[src/rtl/lane_mode_scheduler.sv]
// Per-lane invert/pass/rotate datapath with double-buffered run-time lane modes, one-word output register.
// Optional feature macro LANE_MODE_READBACK_EN adds a registered cfg_rdata view of the active modes.
module lane_mode_scheduler #(
  parameter  int LANES        = 2,
  parameter  int LANE_W       = 4,
  parameter  int DEFAULT_MODE = 0,
  localparam int LIDX_W       = (LANES > 1) ? $clog2(LANES) : 1,
  localparam int DW           = LANES * LANE_W,
  localparam int MW           = 2 * LANES
) (
  input  logic              clk,
  input  logic              rst,
  input  logic              cfg_we,
  input  logic [LIDX_W-1:0] cfg_lane,
  input  logic [1:0]        cfg_mode,
  input  logic              cfg_commit,
  output logic              cfg_err,
  input  logic              in_valid,
  output logic              in_ready,
  input  logic [DW-1:0]     in_data,
  output logic              out_valid,
  input  logic              out_ready,
  output logic [DW-1:0]     out_data,
  output logic [15:0]       word_cnt
`ifdef LANE_MODE_READBACK_EN
  ,
  output logic [MW-1:0]     cfg_rdata
`endif
);

  localparam logic [MW-1:0] MODES_RST = {LANES{2'(DEFAULT_MODE)}};

  typedef enum logic {EMPTY, FULL} state_t;

  state_t          state_q, state_d;
  logic [DW-1:0]   data_q, data_d;
  logic [15:0]     cnt_q, cnt_d;
  logic            err_q, err_d;
  logic [MW-1:0]   shadow_q, shadow_d;
  logic [MW-1:0]   active_q, active_d;
  logic            accept, handshake, lane_ok;
  logic [1:0]      mode_fix;

  function automatic logic [DW-1:0] xform(input logic [DW-1:0] d, input logic [MW-1:0] m);
    logic [LANE_W-1:0] l;
    xform = '0;
    for (int k = 0; k < LANES; k++) begin
      l = d[k*LANE_W +: LANE_W];
      case (m[2*k +: 2])
        2'd0:    xform[k*LANE_W +: LANE_W] = ~l;
        2'd2:    xform[k*LANE_W +: LANE_W] = {l[LANE_W-2:0], l[LANE_W-1]};
        default: xform[k*LANE_W +: LANE_W] = l;
      endcase
    end
  endfunction

  always_ff @(posedge clk) begin
    if (rst) state_q <= EMPTY;
    else     state_q <= state_d;
  end

  always_comb begin
    state_d = state_q;
    case (state_q)
      EMPTY:   if (in_valid) state_d = FULL;
      FULL:    if (out_ready && !in_valid) state_d = EMPTY;
      default: state_d = EMPTY;
    endcase
  end

  always_comb begin
    out_valid = (state_q == FULL);
    in_ready  = !out_valid || out_ready;
  end

  assign accept    = in_valid && in_ready;
  assign handshake = out_valid && out_ready;
  assign lane_ok   = (int'(cfg_lane) < LANES);
  assign mode_fix  = (cfg_mode == 2'd3) ? 2'd1 : cfg_mode;

  // Transform reads active_q, so a commit on the accept edge still applies the old modes.
  always_comb begin
    data_d   = accept ? xform(in_data, active_q) : data_q;
    cnt_d    = cnt_q + {15'd0, handshake};
    err_d    = cfg_we && (!lane_ok || cfg_mode == 2'd3);
    active_d = cfg_commit ? shadow_q : active_q;
    shadow_d = shadow_q;
    for (int k = 0; k < LANES; k++) begin
      if (cfg_we && lane_ok && cfg_lane == LIDX_W'(k)) shadow_d[2*k +: 2] = mode_fix;
    end
  end

  always_ff @(posedge clk) begin
    if (rst) begin
      data_q   <= '0;
      cnt_q    <= '0;
      err_q    <= 1'b0;
      shadow_q <= MODES_RST;
      active_q <= MODES_RST;
    end else begin
      data_q   <= data_d;
      cnt_q    <= cnt_d;
      err_q    <= err_d;
      shadow_q <= shadow_d;
      active_q <= active_d;
    end
  end

  assign out_data = data_q;
  assign word_cnt = cnt_q;
  assign cfg_err  = err_q;

`ifdef LANE_MODE_READBACK_EN
  logic [MW-1:0] rdata_q;

  always_ff @(posedge clk) begin
    if (rst) rdata_q <= MODES_RST;
    else     rdata_q <= active_q;
  end

  assign cfg_rdata = rdata_q;
`endif

endmodule

[config.mk]
export PLATFORM = sky130hd
export DESIGN_NAME = lane_mode_scheduler
export DESIGN_NICKNAME = d
export VERILOG_FILES = /design/src/rtl/lane_mode_scheduler.sv
export SDC_FILE = /design/constraint.sdc
export NUM_CORES = 1
export LEC_CHECK = 0
export ABC_AREA = 1
export CORE_MARGIN = 1
export CORE_UTILIZATION = 46
export CTS_BUF_LIST = sky130_fd_sc_hd__clkbuf_4
export CTS_CLUSTER_DIAMETER = 150
export DETAILED_ROUTE_END_ITERATION = 10
export PLACE_DENSITY = 0.8
export SLEW_MARGIN = 40
export SYNTH_ARGS = -nofsm -noshare
export SYNTH_HDL_FRONTEND = slang
export SYNTH_SLANG_ARGS = --single-unit
[constraint.sdc]
create_clock -name clk -period 2.6 [get_ports clk]
set_clock_uncertainty 0.2 [all_clocks]
set_input_delay 0.39 -clock clk [delete_from_list [all_inputs] [get_ports clk]]
set_output_delay 0.39 -clock clk [all_outputs]
set_load 0.03 [all_outputs]
==> results of run 1 <==
worst paths after layout:
kind	startpoint	to	slack [ns]	cells after the start
max	out_ready	in_ready	0.30	4
min	shadow_q[0]$_SDFFE_PP0P_	shadow_q[0]$_SDFFE_PP0P_	0.27	2
max reg2reg	out_valid$_SDFF_PP0_	word_cnt[10]$_SDFF_PP0_	0.76	9
min reg2reg	shadow_q[0]$_SDFFE_PP0P_	shadow_q[0]$_SDFFE_PP0P_	0.27	2
cells in the mapped netlist, types with 3 or more instances:
cell and count:
sky130_fd_sc_hd__nand2_1 52, sky130_fd_sc_hd__o21ai_0 17, sky130_fd_sc_hd__ha_1 3, sky130_fd_sc_hd__nand3_1 8, sky130_fd_sc_hd__a21oi_1 13, sky130_fd_sc_hd__a31oi_1 8, sky130_fd_sc_hd__nor2_1 47, sky130_fd_sc_hd__dfxtp_1 34
sky130_fd_sc_hd__inv_1 38
flip-flops by register name, summed over array words and instances (netlist names):
register   cells
out_data       8
shadow_q       4
out_valid      1
cfg_err        1
active_q       4
word_cnt      16
final cells by class:
cell class,instances,area (sq um),share of cell area (%)
Multi-Input combinational cell,162,763,35.7
Sequential cell,34,681,31.9
Timing Repair Buffer,44,438,20.5
Inverter,38,143,6.68
Tap cell,46,57.6,2.69
Clock buffer,6,45.0,2.11
Clock inverter,2,8.76,0.410
cells by family after synthesis:
logic type,Yosys count
AND/OR/NAND/NOR,117
buffers and inverters,41
AO/OA/AOI/OAI,38
flip-flops,34
XOR/XNOR,4
adder cells (fa/ha/maj),3
cells in the final DEF (no fill, tap or decap), drive strengths merged:
cell type	instances
nand2	53
dfxtp	34
nor3b	1
clkbuf	6
nand3	10
xor2	2
nand4	2
a21oi	13
a31oi	8
o21ai	17
nor3	2
clkinv	2
clkdlybuf4s50	43
ha	3
nor2	49
xnor2	2
buf	1
inv	38
per-layer routing:
layer / track usage (%) / part of all wire [%]
met3: 6.93 / 4.0
met1: 24.8 / 46
met5: 0 / 0
met4: 7.79 / 0.77
met2: 32.3 / 50
per-stage QoR:
step | hold slack, ns | worst slack [ns] | total power (W) | instances | instance area, sq um
3_5_place_dp | 0.262 | 0.285 | 0.000718 | 324 | 2080
4_1_cts | 0.276 | 0.301 | 0.00100 | 332 | 2140
2_1_floorplan | 0.236 | 0.721 | 0.000650 | 237 | 1610
5_1_grt | 0.288 | 0.290 | 0.00104 | 332 | 2140
6_report | 0.272 | 0.296 | 0.000993 | 332 | 2140
3_3_place_gp | 0.254 | 0.324 | 0.000717 | 324 | 2080
power breakdown:
part	total, W	switching [W]	internal, W	leakage (nW)
clock network	0.000287	0.000175	0.000112	0.0331
logic	0.000152	0.0000853	0.0000671	0.593
registers	0.000553	0.0000126	0.000541	0.278
worst reg2reg max path, stage by stage (launching register included):
cell and delay [ns]:
sky130_fd_sc_hd__dfxtp_1 0.39, sky130_fd_sc_hd__nand2_1 0.09, sky130_fd_sc_hd__inv_1 0.08, sky130_fd_sc_hd__ha_1 0.16
sky130_fd_sc_hd__ha_1 0.20, sky130_fd_sc_hd__nand3_2 0.12, sky130_fd_sc_hd__nor2_4 0.19, sky130_fd_sc_hd__nand2_1 0.10
sky130_fd_sc_hd__o21ai_0 0.16, sky130_fd_sc_hd__a21oi_1 0.05
==> summary.txt, run 1 <==
Yosys
  – Share of the synthesized netlist area taken by xor and xnor gates: 2.18%
  – Yosys warning count: 0
  – Share of the synthesized area in compound gates (AO/OA/AOI/OAI): 12.5%
  – Synthesized flop and latch total: 34
  – Simple-gate area share of the yosys netlist: 30.5%
  – Main area contributors after synthesis: sky130_fd_sc_hd__dfxtp_1 (42%), sky130_fd_sc_hd__nand2_1 (12%), sky130_fd_sc_hd__nor2_1 (11%)
  – Area of the mapped netlist: 1610 sq um
  – Net count after synthesis: 257
  – Most used flip-flop cell after synthesis: sky130_fd_sc_hd__dfxtp_1
  – Average cell area after synthesis: 6.78 sq um
  – Area leader, netlist: sky130_fd_sc_hd__dfxtp_1
  – Proportion of netlist area held by the largest area contributor: 42.4%
  – Number of synthesized flops with an enable pin: 0
  – Post-Syn Instances: 237
  – Fraction of registers with async set or reset after synthesis: 0%
  – Largest family of logic cells by synthesized area: simple AND/OR/NAND/NOR gates
  – Number of different library cells in the post-synthesis netlist: 20
  – Portion of netlist area occupied by mux cells: 0%
  – Register area share after synthesis: 42.4%
  – Post-synthesis share of cell area spent on full adders, half adders and majority gates: 2.34%

Placed design
  – # port buffers: 43
  – Final estimated routing congestion in global placement: 0.793
  – Hpwl dp: 2.53 mm

Timing
  – Unrepaired setup endpoints after global routing: false
  – Fin. max-slew vios: 0
  – Tcrit/Tclk final: 88.6%
  – Actual slew at the worst max-slew pin: 0.567 ns
  – Final hold viol count: 0
  – Slew headroom: 62.2%
  – Post-route minimum period: 2.30 ns
  – Setup TNS Final: 0 ns
  – Final setup violating endpoints: 0
  – Peak Freq: 0.434 GHz

Pwr
  – Static Leak: 0.903 nW
  – Pwr dens: 465 nW/um^2
  – Largest voltage drop on the vdd net: 380 uV

CTS
  – CTS tree: yes
  – CTS Hold Bufs: 0
  – Count of clock tree sinks: 34
  – Cts repair resizes: 0
  – Post-CTS setup buffer count: 0
  – Number of buffers added by the clock tree synthesis step: 5
  – Clock buffer depth: 2
  – CTS root buf: sky130_fd_sc_hd__clkbuf_4
  – Clock-pin slew of the registers on the worst-case setup and hold paths: 0.10 ns
  – Clock network latency to the later pin of the worst-skew pair: 0.33 ns
  – H-tree levels: 2

Worst setup path
  – WS Path Type: input pin to output port
  – Worst path max stage delay: 0.69 ns
  – Cell seen most often among critical-path stages: sky130_fd_sc_hd__clkdlybuf4s50_1
  – Largest fanout on the critical path: 3
  – Crit path max-delay family: buffers and inverters
  – Buf/Inv on CP: 3
  – Worst Setup End Kind: output port
  – Sort of element at the start of the critical path: input pin
  – Worst endpoint data arrival time: 1.71 ns
  – Cells along the critical path: clkdlybuf4s50_1, inv_1, nand2_1, clkdlybuf4s50_1
  – Required time of the worst setup path: 2.01 ns
  – Slowest stage cell, crit path: sky130_fd_sc_hd__clkdlybuf4s50_1

Floorplanning
  – Area of the die: 3730 sq um
  – Standard-cell row count: 21
  – Area inside the core boundary: 3340 sq um
  – Initial cell density of the core: 48.1%
  – Vertical extent of the die: 61.1 um
  – I/O Pins: 44
  – Chip Width: 61.1 um

GRT
  – Overall routing resource usage: 20.1%
  – Number of global-route vias before repair: 1,303
  – Wire length of the first global-routing pass: 5.46 mm
  – Initial antenna violation count: 0
  – Pin count of the biggest net entering global routing: 20
  – Gr ovfl total: 0

Final layout
  – ANT cells: 0
  – Area growth from synthesis to final layout: 32.9%
  – Utilization after layout: 64.0%
  – Fill cell count: 327
  – Post-layout nets: 305
  – Layout cells sized above 1: 4.55%

Routing
  – DRC viols: 0
  – Antenna viol nets, final: 0
  – Number of detailed-route iterations in the first pass: 4
  – Avg Vias per Cell: 4.80
  – Via Count: 1,594
  – Routed wire per std cell: 10.1 um
  – Final WL: 3.37 mm
  – Initial detailed-routing violation count: 93

Min path
  – Worst Hold Class: flip-flop to flip-flop

Job
  – Maxcap violations: 0

Run status
  – Status: finished clean
(Power assumes the default switching activity.)
==> inputs of run 2 (changes only) <==
--- a/config.mk
+++ b/config.mk
@@ -12,7 +12,7 @@
 export CTS_CLUSTER_DIAMETER = 150
 export DETAILED_ROUTE_END_ITERATION = 10
 export PLACE_DENSITY = 0.8
-export SLEW_MARGIN = 40
+export SLEW_MARGIN = 20
 export SYNTH_ARGS = -nofsm -noshare
 export SYNTH_HDL_FRONTEND = slang
 export SYNTH_SLANG_ARGS = --single-unit
==> results of run 2 <==
The final DEF is identical to that of run 1; final timing and power are the same.
